## config.mk

```make
export PLATFORM = sky130hd
export DESIGN_NAME = d_cache_ctrl
export DESIGN_NICKNAME = d
export VERILOG_FILES = /design/src/rtl/d_cache_ctrl_pkg.sv /design/src/rtl/d_cache_array.sv /design/src/rtl/d_cache_ctrl.sv
export SDC_FILE = /design/constraint.sdc
export NUM_CORES = 1
export LEC_CHECK = 0
export CORE_ASPECT_RATIO = 0.9
export CORE_MARGIN = 2
export CORE_UTILIZATION = 35
export CTS_CLUSTER_SIZE = 40
export DETAILED_ROUTE_END_ITERATION = 12
export PLACE_DENSITY = 0.57
export SLEW_MARGIN = 40
export SYNTH_ARGS = -nofsm -noshare
export SYNTH_HDL_FRONTEND = slang
export SYNTH_HIERARCHICAL = 1
export SYNTH_SLANG_ARGS = --single-unit
```

## constraint.sdc

```tcl
create_clock -name clk -period 5.9 [get_ports clk]
set_clock_uncertainty 0.15 [all_clocks]
set_input_delay 1.475 -clock clk [delete_from_list [all_inputs] [get_ports clk]]
set_output_delay 1.475 -clock clk [all_outputs]
set_load 0.1 [all_outputs]
```

## src/rtl/d_cache_ctrl_pkg.sv

```systemverilog
// Shared constants for the L1 data cache controller: default timing, address
// field widths, FSM state encoding and a saturating counter helper.
package d_cache_ctrl_pkg;

  localparam int DEF_MEM_LATENCY = 2;
  localparam int DEF_WORD_W      = 16;
  localparam int OFFSET_W        = 2;
  localparam int INDEX_W         = 2;
  localparam int TAG_W           = 12;

  typedef enum logic [1:0] {
    IDLE    = 2'd0,
    RD_MISS = 2'd1,
    WR_THRU = 2'd2
  } state_e;

  function automatic logic [15:0] sat_inc16(input logic [15:0] v);
    return (v == 16'hFFFF) ? v : v + 16'd1;
  endfunction

endpackage

```

## src/rtl/d_cache_array.sv

```systemverilog
// Valid/tag/data storage for the direct-mapped cache: one async read port,
// a full-line fill port and a single-word write port.
module d_cache_array
  import d_cache_ctrl_pkg::*;
#(
  parameter int WORD_W         = DEF_WORD_W,
  parameter int NUM_LINES      = 1 << INDEX_W,
  parameter int WORDS_PER_LINE = 1 << OFFSET_W,
  parameter int TAG_BITS       = TAG_W
) (
  input  logic                               clk,
  input  logic                               reset_n,
  input  logic [$clog2(NUM_LINES)-1:0]       rd_index,
  output logic                               rd_valid,
  output logic [TAG_BITS-1:0]                rd_tag,
  output logic [WORD_W*WORDS_PER_LINE-1:0]   rd_line,
  input  logic                               fill_en,
  input  logic [$clog2(NUM_LINES)-1:0]       fill_index,
  input  logic [TAG_BITS-1:0]                fill_tag,
  input  logic [WORD_W*WORDS_PER_LINE-1:0]   fill_line,
  input  logic                               wr_en,
  input  logic [$clog2(NUM_LINES)-1:0]       wr_index,
  input  logic [$clog2(WORDS_PER_LINE)-1:0]  wr_offset,
  input  logic [WORD_W-1:0]                  wr_data
);

  localparam int LINE_W = WORD_W * WORDS_PER_LINE;

  logic [NUM_LINES-1:0] valid_q;
  logic [NUM_LINES-1:0] valid_d;
  logic [TAG_BITS-1:0]  tag_q  [NUM_LINES];
  logic [LINE_W-1:0]    data_q [NUM_LINES];

  assign rd_valid = valid_q[rd_index];
  assign rd_tag   = tag_q[rd_index];
  assign rd_line  = data_q[rd_index];

  always_comb begin
    valid_d = valid_q;
    if (fill_en) valid_d[fill_index] = 1'b1;
  end

  always_ff @(posedge clk or negedge reset_n) begin
    if (!reset_n) valid_q <= '0;
    else          valid_q <= valid_d;
  end

  // Tag and data contents survive reset; only the valid bits are cleared.
  always_ff @(posedge clk) begin
    if (fill_en) begin
      tag_q[fill_index]  <= fill_tag;
      data_q[fill_index] <= fill_line;
    end
    if (wr_en) data_q[wr_index][int'(wr_offset)*WORD_W +: WORD_W] <= wr_data;
  end

endmodule

```

## src/rtl/d_cache_ctrl.sv

```systemverilog
// Direct-mapped, write-through, no-write-allocate L1 data cache controller
// with zero-cycle read hits and fixed-latency block fills / word writes.
module d_cache_ctrl
  import d_cache_ctrl_pkg::*;
#(
  parameter int MEM_LATENCY    = DEF_MEM_LATENCY,
  parameter int WORD_W         = DEF_WORD_W,
  parameter int NUM_LINES      = 1 << INDEX_W,
  parameter int WORDS_PER_LINE = 1 << OFFSET_W
) (
  input  logic                              clk,
  input  logic                              reset_n,
  input  logic                              d_read_req,
  input  logic                              d_write_req,
  input  logic [WORD_W-1:0]                 d_addr,
  input  logic [WORD_W-1:0]                 d_wdata,
  output logic [WORD_W-1:0]                 d_rdata,
  output logic                              d_read_ready,
  output logic                              d_write_done,
  output logic                              mem_read,
  output logic                              mem_write,
  output logic [WORD_W-1:0]                 mem_addr,
  output logic [WORD_W-1:0]                 mem_wdata,
  input  logic [WORD_W*WORDS_PER_LINE-1:0]  mem_rblock,
  output logic [15:0]                       hit_count,
  output logic [15:0]                       miss_count
);

  localparam int OFF_BITS = $clog2(WORDS_PER_LINE);
  localparam int IDX_BITS = $clog2(NUM_LINES);
  localparam int TAG_BITS = WORD_W - OFF_BITS - IDX_BITS;
  localparam int LINE_W   = WORD_W * WORDS_PER_LINE;
  localparam logic [2:0] LAT = 3'(MEM_LATENCY);

  state_e              state_q, state_d;
  logic [1:0]          cnt_q, cnt_d;
  logic [WORD_W-1:0]   addr_q, addr_d;
  logic [WORD_W-1:0]   wdata_q, wdata_d;
  logic [15:0]         hit_q, hit_d;
  logic [15:0]         miss_q, miss_d;

  logic [TAG_BITS-1:0] req_tag;
  logic [IDX_BITS-1:0] req_index;
  logic [OFF_BITS-1:0] req_offset;
  logic                rd_valid;
  logic [TAG_BITS-1:0] rd_tag;
  logic [LINE_W-1:0]   rd_line;
  logic                hit;
  logic                done;
  logic                fill_en;
  logic                wr_en;

  assign req_tag    = d_addr[WORD_W-1 -: TAG_BITS];
  assign req_index  = d_addr[OFF_BITS +: IDX_BITS];
  assign req_offset = d_addr[OFF_BITS-1:0];
  assign hit        = rd_valid && (rd_tag == req_tag);
  assign done       = ({1'b0, cnt_q} + 3'd1) == LAT;

  d_cache_array #(
    .WORD_W         (WORD_W),
    .NUM_LINES      (NUM_LINES),
    .WORDS_PER_LINE (WORDS_PER_LINE),
    .TAG_BITS       (TAG_BITS)
  ) u_array (
    .clk        (clk),
    .reset_n    (reset_n),
    .rd_index   (req_index),
    .rd_valid   (rd_valid),
    .rd_tag     (rd_tag),
    .rd_line    (rd_line),
    .fill_en    (fill_en),
    .fill_index (addr_q[OFF_BITS +: IDX_BITS]),
    .fill_tag   (addr_q[WORD_W-1 -: TAG_BITS]),
    .fill_line  (mem_rblock),
    .wr_en      (wr_en),
    .wr_index   (req_index),
    .wr_offset  (req_offset),
    .wr_data    (d_wdata)
  );

  // The request address and store data are latched on entry so that a
  // transaction runs to completion even if the pipeline drops its request.
  always_comb begin
    state_d      = state_q;
    cnt_d        = cnt_q;
    addr_d       = addr_q;
    wdata_d      = wdata_q;
    hit_d        = hit_q;
    miss_d       = miss_q;
    d_rdata      = '0;
    d_read_ready = 1'b0;
    d_write_done = 1'b0;
    mem_read     = 1'b0;
    mem_write    = 1'b0;
    mem_addr     = '0;
    mem_wdata    = '0;
    fill_en      = 1'b0;
    wr_en        = 1'b0;

    unique case (state_q)
      IDLE: begin
        if (d_write_req) begin
          addr_d  = d_addr;
          wdata_d = d_wdata;
          wr_en   = hit;
          state_d = WR_THRU;
        end else if (d_read_req) begin
          if (hit) begin
            d_read_ready = 1'b1;
            d_rdata      = rd_line[int'(req_offset)*WORD_W +: WORD_W];
            hit_d        = sat_inc16(hit_q);
          end else begin
            addr_d  = d_addr;
            miss_d  = sat_inc16(miss_q);
            state_d = RD_MISS;
          end
        end
      end
      RD_MISS: begin
        mem_read = 1'b1;
        mem_addr = {addr_q[WORD_W-1:OFF_BITS], {OFF_BITS{1'b0}}};
        if (done) begin
          fill_en = 1'b1;
          cnt_d   = '0;
          state_d = IDLE;
        end else begin
          cnt_d = cnt_q + 2'd1;
        end
      end
      WR_THRU: begin
        mem_write = 1'b1;
        mem_addr  = addr_q;
        mem_wdata = wdata_q;
        if (done) begin
          d_write_done = 1'b1;
          cnt_d        = '0;
          state_d      = IDLE;
        end else begin
          cnt_d = cnt_q + 2'd1;
        end
      end
      default: state_d = IDLE;
    endcase
  end

  always_ff @(posedge clk or negedge reset_n) begin
    if (!reset_n) begin
      state_q <= IDLE;
      cnt_q   <= '0;
      addr_q  <= '0;
      wdata_q <= '0;
      hit_q   <= '0;
      miss_q  <= '0;
    end else begin
      state_q <= state_d;
      cnt_q   <= cnt_d;
      addr_q  <= addr_d;
      wdata_q <= wdata_d;
      hit_q   <= hit_d;
      miss_q  <= miss_d;
    end
  end

  assign hit_count  = hit_q;
  assign miss_count = miss_q;

endmodule

```

Word level (Yosys, flattened, before mapping)
Memories as Yosys holds them, arrays and structs flattened.
Index checks and enable logic that the tools add are counted.
{"block": "word_totals", "wordCells": 83, "out_inout_bits": 84, "mem_bits_rw": 304, "ff_bits": 72, "n_memories": 2}
{"block": "classes", "bitwise": 5, "shift": 3, "order_cmp": 3, "n_addsub": 5, "eq_ne": 10, "n_reduce_logical": 11, "muxes": 37}
{"name": "u_array.data_q", "depth": 4, "width": 64, "read_ports": 1, "rd_ports_with_merged_regs": 0, "write_ports": 1, "line": "d_cache_array.sv:32", "rtl": "logic [LINE_W-1:0] data_q [NUM_LINES];"}
{"name": "u_array.tag_q", "depth": 4, "width": 12, "read_ports": 1, "rd_ports_with_merged_regs": 0, "write_ports": 1, "line": "d_cache_array.sv:31", "rtl": "logic [TAG_BITS-1:0] tag_q [NUM_LINES];"}
{"operator": "$mux 64", "n": 3}
{"operator": "$mux 16", "n": 8}
{"operator": "$reduce_or 64->1", "n": 1}
{"operator": "$shift 16x33->64 const A", "n": 1}
{"operator": "$shiftx 16x33->64", "n": 1}
{"operator": "$shiftx 64x7->16", "n": 1}
{"operator": "$neg 6->33", "n": 1}
{"operator": "$add 16x1->16 const B", "n": 2}
{"operator": "$eq 16x16->1 const B", "n": 2}
{"operator": "$pmux 16 s2", "n": 1}
{"operator": "$mux 1", "n": 16}
{"operator": "$eq 12x12->1", "n": 1}
{"operator": "$mux 2", "n": 6}
{"operator": "$reduce_and 5->1", "n": 2}
{"operator": "$lt 2x3->1 const B", "n": 2}
{"operator": "$ne 3x3->1 const B", "n": 2}
{"operator": "$reduce_and 3->1", "n": 2}
{"operator": "$not 1->1", "n": 4}
{"operator": "$or 4x4->4", "n": 1}
{"operator": "$pmux 2 s2", "n": 1}
{"operator": "$add 2x1->3 const B", "n": 1}
{"operator": "$eq 3x2->1 const B", "n": 1}
{"operator": "$add 2x1->2 const B", "n": 1}
{"operator": "$bmux 1 s2", "n": 1}
{"operator": "11 further kinds", "n": 12}

Depth between registers and ports, before layout
{"block": "depth", "depth_word": 9, "depth_mapped": 13, "depth_no_buf": 8}

Cells and area by module
Netlist, hierarchy kept.
{"module": "d_cache_array", "cells_per_inst": 1096, "area_per_inst_um2": 14214.9, "n_inst": 1}
{"module": "d_cache_ctrl", "cells_per_inst": 338, "area_per_inst_um2": 3995.1, "n_inst": 1}

Worst setup path before layout
OpenSTA, ideal clock, no wires.
{"block": "synth_timing", "path_kind": "input to output", "from": "in d_addr[2]", "to": "out d_rdata[10]", "required_time_ns": 4.275, "path_stages": 9, "setup_slack_ns": -0.897, "arrival_time_ns": 5.172, "cell_sequence": "buf_2 -> buf_2 -> mux4_2 -> xnor2_1 -> nand4_1 -> or4_4 -> inv_1 -> clkbuf_1 -> and2_1"}
{"block": "synth_between", "elab_chain_len": 7}
{"element": "start, declared", "line": "d_cache_ctrl.sv:15", "rtl": "input logic [WORD_W-1:0] d_addr,"}
{"element": "$mem_v2 4x12"}
{"element": "net rd_tag[9]", "line": "d_cache_ctrl.sv:46", "rtl": "logic [TAG_BITS-1:0] rd_tag;"}
{"element": "$eq 12x12->1", "line": "d_cache_ctrl.sv:56", "rtl": "assign hit = rd_valid && (rd_tag == req_tag);"}
{"element": "$logic_and 1x1->1", "line": "d_cache_ctrl.sv:56"}
{"element": "$mux 16", "line": "d_cache_ctrl.sv:108", "rtl": "if (hit) begin"}
{"element": "$mux 16", "line": "d_cache_ctrl.sv:107", "rtl": "end else if (d_read_req) begin"}
{"element": "$mux 16", "line": "d_cache_ctrl.sv:102", "rtl": "if (d_write_req) begin"}
{"element": "$mux 16", "line": "d_cache_ctrl.sv:100", "rtl": "unique case (state_q)"}
{"element": "end, declared", "line": "d_cache_ctrl.sv:17", "rtl": "output logic [WORD_W-1:0] d_rdata,"}
The timed path passes the listed nets, and every way through them passes these cells. The select of a mux whose other input is x is not followed.

Worst setup path in the final report
{"block": "layout_timing", "from": "in d_addr[2]", "to": "out d_rdata[15]"}
The elaborated chain is that of the path after synthesis.

==> summary.txt <==
Route
  • WL final: 54.40 mm
  • DRC violations left: 0
  • Routed via count: around 13000
  • WL per Instance: 23.30 µm
  • Antenna Nets Post-Route: 0
  • Drt first pass iters: 5
  • Routed vias/inst: 5.377
  • Initial DRC Count: 1295

Global route
  • Total Routing Usage GR: 0.2014
  • Initial antenna violation count: 2
  • First-pass GRT wire length: 79.54 mm
  • Vias in the first global route: 12010
  • Largest net degree at the start of global routing: roughly 80
  • Grt ovf: 0

Clock tree
  • TritonCTS clock tree: built
  • Clk_lat worst skew: 560 ps
  • Root Driver: clkbuf_16
  • Setup bufs post-CTS: 0
  • H-Tree Depth: 2
  • Inserted Clock Buffers: 42
  • Clock Sinks: 376
  • Hold_buf cts: 0
  • Clock tree buffer depth: 3
  • Reg clk slew, reported paths: 60 ps
  • Post-CTS sizing: 0

Timing
  • Final setup fails: 0
  • Max-Slew Margin vs Limit: 0.4429
  • Peak Freq: 175.1 MHz
  • Slew Limit Fails: 0
  • Measured slew at the worst slew-check pin: 832.1 ps
  • Final hold vios: 0
  • RSZ-0062 raised after global routing: false
  • Final min period: 5712 ps
  • Period Utilization, post-route: 0.9682

Floorplan
  • Core area: approximately 52000 µm²
  • Io pins: 184
  • Die width: 244.4 µm
  • Die H: 220.4 µm
  • Initial Util: 0.3529
  • Die area: ~54000 µm²
  • Row Count: 79

Power
  • Reg power frac: 0.434
  • Internal cell power: 5.248 mW
  • Leak Pwr: between 8 and 9 nW
  • Comb pwr share: 0.243
  • PwrDens: 357.0 nW/µm²
  • Maximum VDD drop: 332.8 µV
  • Overall Power: 7.857 mW
  • Sw Pwr: 2.608 mW
  • Clock share of power: 0.324
  • Sw Share: 0.3320

Yosys
  • Distinct cells, synth: 49
  • Synth area leader: edfxtp_1
  • Synthesis Warnings: 6
  • Synth Area in Compound Gates: 0.07379
  • Largest cells by area after synthesis: edfxtp_1, mux4_2, dfrtp_1
  • Cells after synthesis: 1434
  • Largest family of logic cells by synthesized area: multiplexers
  • Synth Area in Adders: 0.006871
  • Post-synthesis sequential area ratio: 0.6002
  • Share of Yosys cell area claimed by the top area cell type: 0.5013
  • Most instantiated cells after synthesis: nand2_1, edfxtp_1, o21ai_0
  • Post-synthesis xor/xnor area fraction: 0.02068
  • Ys async rst share: 0.1915
  • Mapped cell area: 18210 µm²
  • Register bit total from synthesis: 376
  • EDFF count, synth: 304
  • Post-Synth Simple-Gate Area: 0.1332
  • Most instantiated library cell after synthesis: nand2_1
  • Top_reg_cell synth: edfxtp_1
  • Avg Inst Size Synth: 12.70 µm²
  • Mapped Nets: 1544
  • Mux contribution to synthesized area: 0.1381

Worst setup path
  • Data required, critical path: 4280 ps
  • Worst-path fanout max: 14
  • Crit Path Class: in2out
  • Reg2reg end: u_array/data_q[0][25]$_DFFE_PP_
  • Worst r2r src: u_array/tag_q[0][5]$_DFFE_PP_
  • Element type at the critical path end: output port
  • R2r setup slk: about 2100 ps
  • Worst setup SP type: primary input
  • Worst reg2reg path depth: 10
  • Arrival @ worst endpoint: approximately 4000 ps

Run
  • Max-Cap Viols: 0

Cells and area
  • Design area: between 20000 and 25000 µm²
  • Fill cells: 4761
  • Layout cell share with drive strength beyond 1: 0.2084
  • Final nets: 1723
  • Area grow syn2layout: 20.85%

Placement
  • GP Congestion: 0.8176
  • Post-DP Area: 20690 µm²
  • Placed wire-length estimate: 35.76 mm
  • Buffers on Ports: roughly 180

Outcome
  • Outcome: complete, no violations

Hold path
  • Hold-critical path depth: 1
  • Hold Path Class: reg2reg
  • Hold Startpoint: u_array/valid_q[2]$_DFFE_PN0P_
  • WHS Endpoint: u_array/valid_q[2]$_DFFE_PN0P_
==> placed cells by master, fill, tap and decap left out, types with 11 or more instances in the layout <==
cell / n
nand3_1: 20
clkdlybuf4s50_1: 95
and2_1: 37
nor3_1: 12
buf_2: 67
mux2_2: 24
dfrtp_1: 72
edfxtp_1: 304
o21ai_0: 247
nand2_1: 346
xor2_1: 27
nand4_1: 16
clkbuf_16: 43
clkinv_2: 11
buf_12: 20
inv_1: 14
clkbuf_1: 11
xnor2_1: 16
o21ai_1: 11
buf_4: 45
mux4_2: 93
==> area by class of cell <==
class / count / area, µm² / share of cell area
sequential: 376 / 10930 / 0.4967
multi-input combinational: 950 / 6803 / 0.3091
timing repair buffer: 229 / 2047 / 0.09302
clock buffer: 54 / 1117 / 0.05077
tap: 688 / 860.8 / 0.03912
clock inverter: 23 / 192.7 / 0.008756
inverter: 14 / 52.55 / 0.002388
antenna: 1 / 2.502 / 0.0001137
==> stage by stage <==
stage                     setup TNS [ps]  utilization  setup slack, ps  hold WS [ps]  std cells
after floorplan                    -1260            -           -140.0         278.7       1434
after global placement                 0       0.4073            244.1         296.5       2257
after detailed placement               0       0.4010            212.6         296.9       2257
after CTS                              0       0.4264            204.7         314.3       2334
after global routing                   0       0.4265            84.51         331.2       2334
final                                  0       0.4265            187.6         311.1       2335
==> worst max-delay path, stage by stage <==
cell     delay (ps)
buf_6           210
mux4_2          540
xnor2_1         300
nand4_1         250
or4_4           570
inv_1           170
buf_12          180
and2_1          200
buf_12          190
==> sequential cells by signal, indices dropped and copies added (netlist names), 4 cells and up <==
name,flops
addr_q,16
u_array/valid_q,4
hit_count,16
u_array/data_q,256
u_array/tag_q,48
miss_count,16
wdata_q,16
==> kinds of logic after synthesis <==
family | after synthesis
adder cells (fa/ha/maj) | 10
multiplexers | 127
AND/OR/NAND/NOR | 505
buffers and inverters | 108
XOR/XNOR | 43
flip-flops | 376
AO/OA/AOI/OAI | 265
==> power groups by stage <==
stage          Clock (mW)  Sequential [mW]  Combinational, mW
2_1_floorplan           0             3.51               1.34
3_3_place_gp            0             3.45               2.00
3_5_place_dp            0             3.46               1.92
4_1_cts              2.60             3.41               1.92
5_1_grt              2.69             3.45               2.01
6_report             2.54             3.41               1.91
==> worst max-delay path by stage <==
stage,from,endpoint,slack (ps)
3_5_place_dp,d_addr[2],d_rdata[15],210
3_3_place_gp,d_addr[2],d_rdata[14],240
4_1_cts,d_addr[2],d_rdata[15],200
6_report,d_addr[2],d_rdata[15],190
2_1_floorplan,d_addr[2],d_rdata[10],-140
5_1_grt,d_addr[2],d_rdata[15],80
==> layer usage <==
| metal | vias up | share of wire | global-route usage |
|---|---|---|---|
| met1 | 6200 | 0.43 | 0.2798 |
| met3 | 89 | 0.087 | 0.04354 |
| met2 | 579 | 0.45 | 0.3107 |
| li1 | 5685 | - | - |
| met4 | 2 | 0.033 | 0.07744 |
| met5 | - | 0.00024 | 0 |
(Power assumes the default switching activity.)
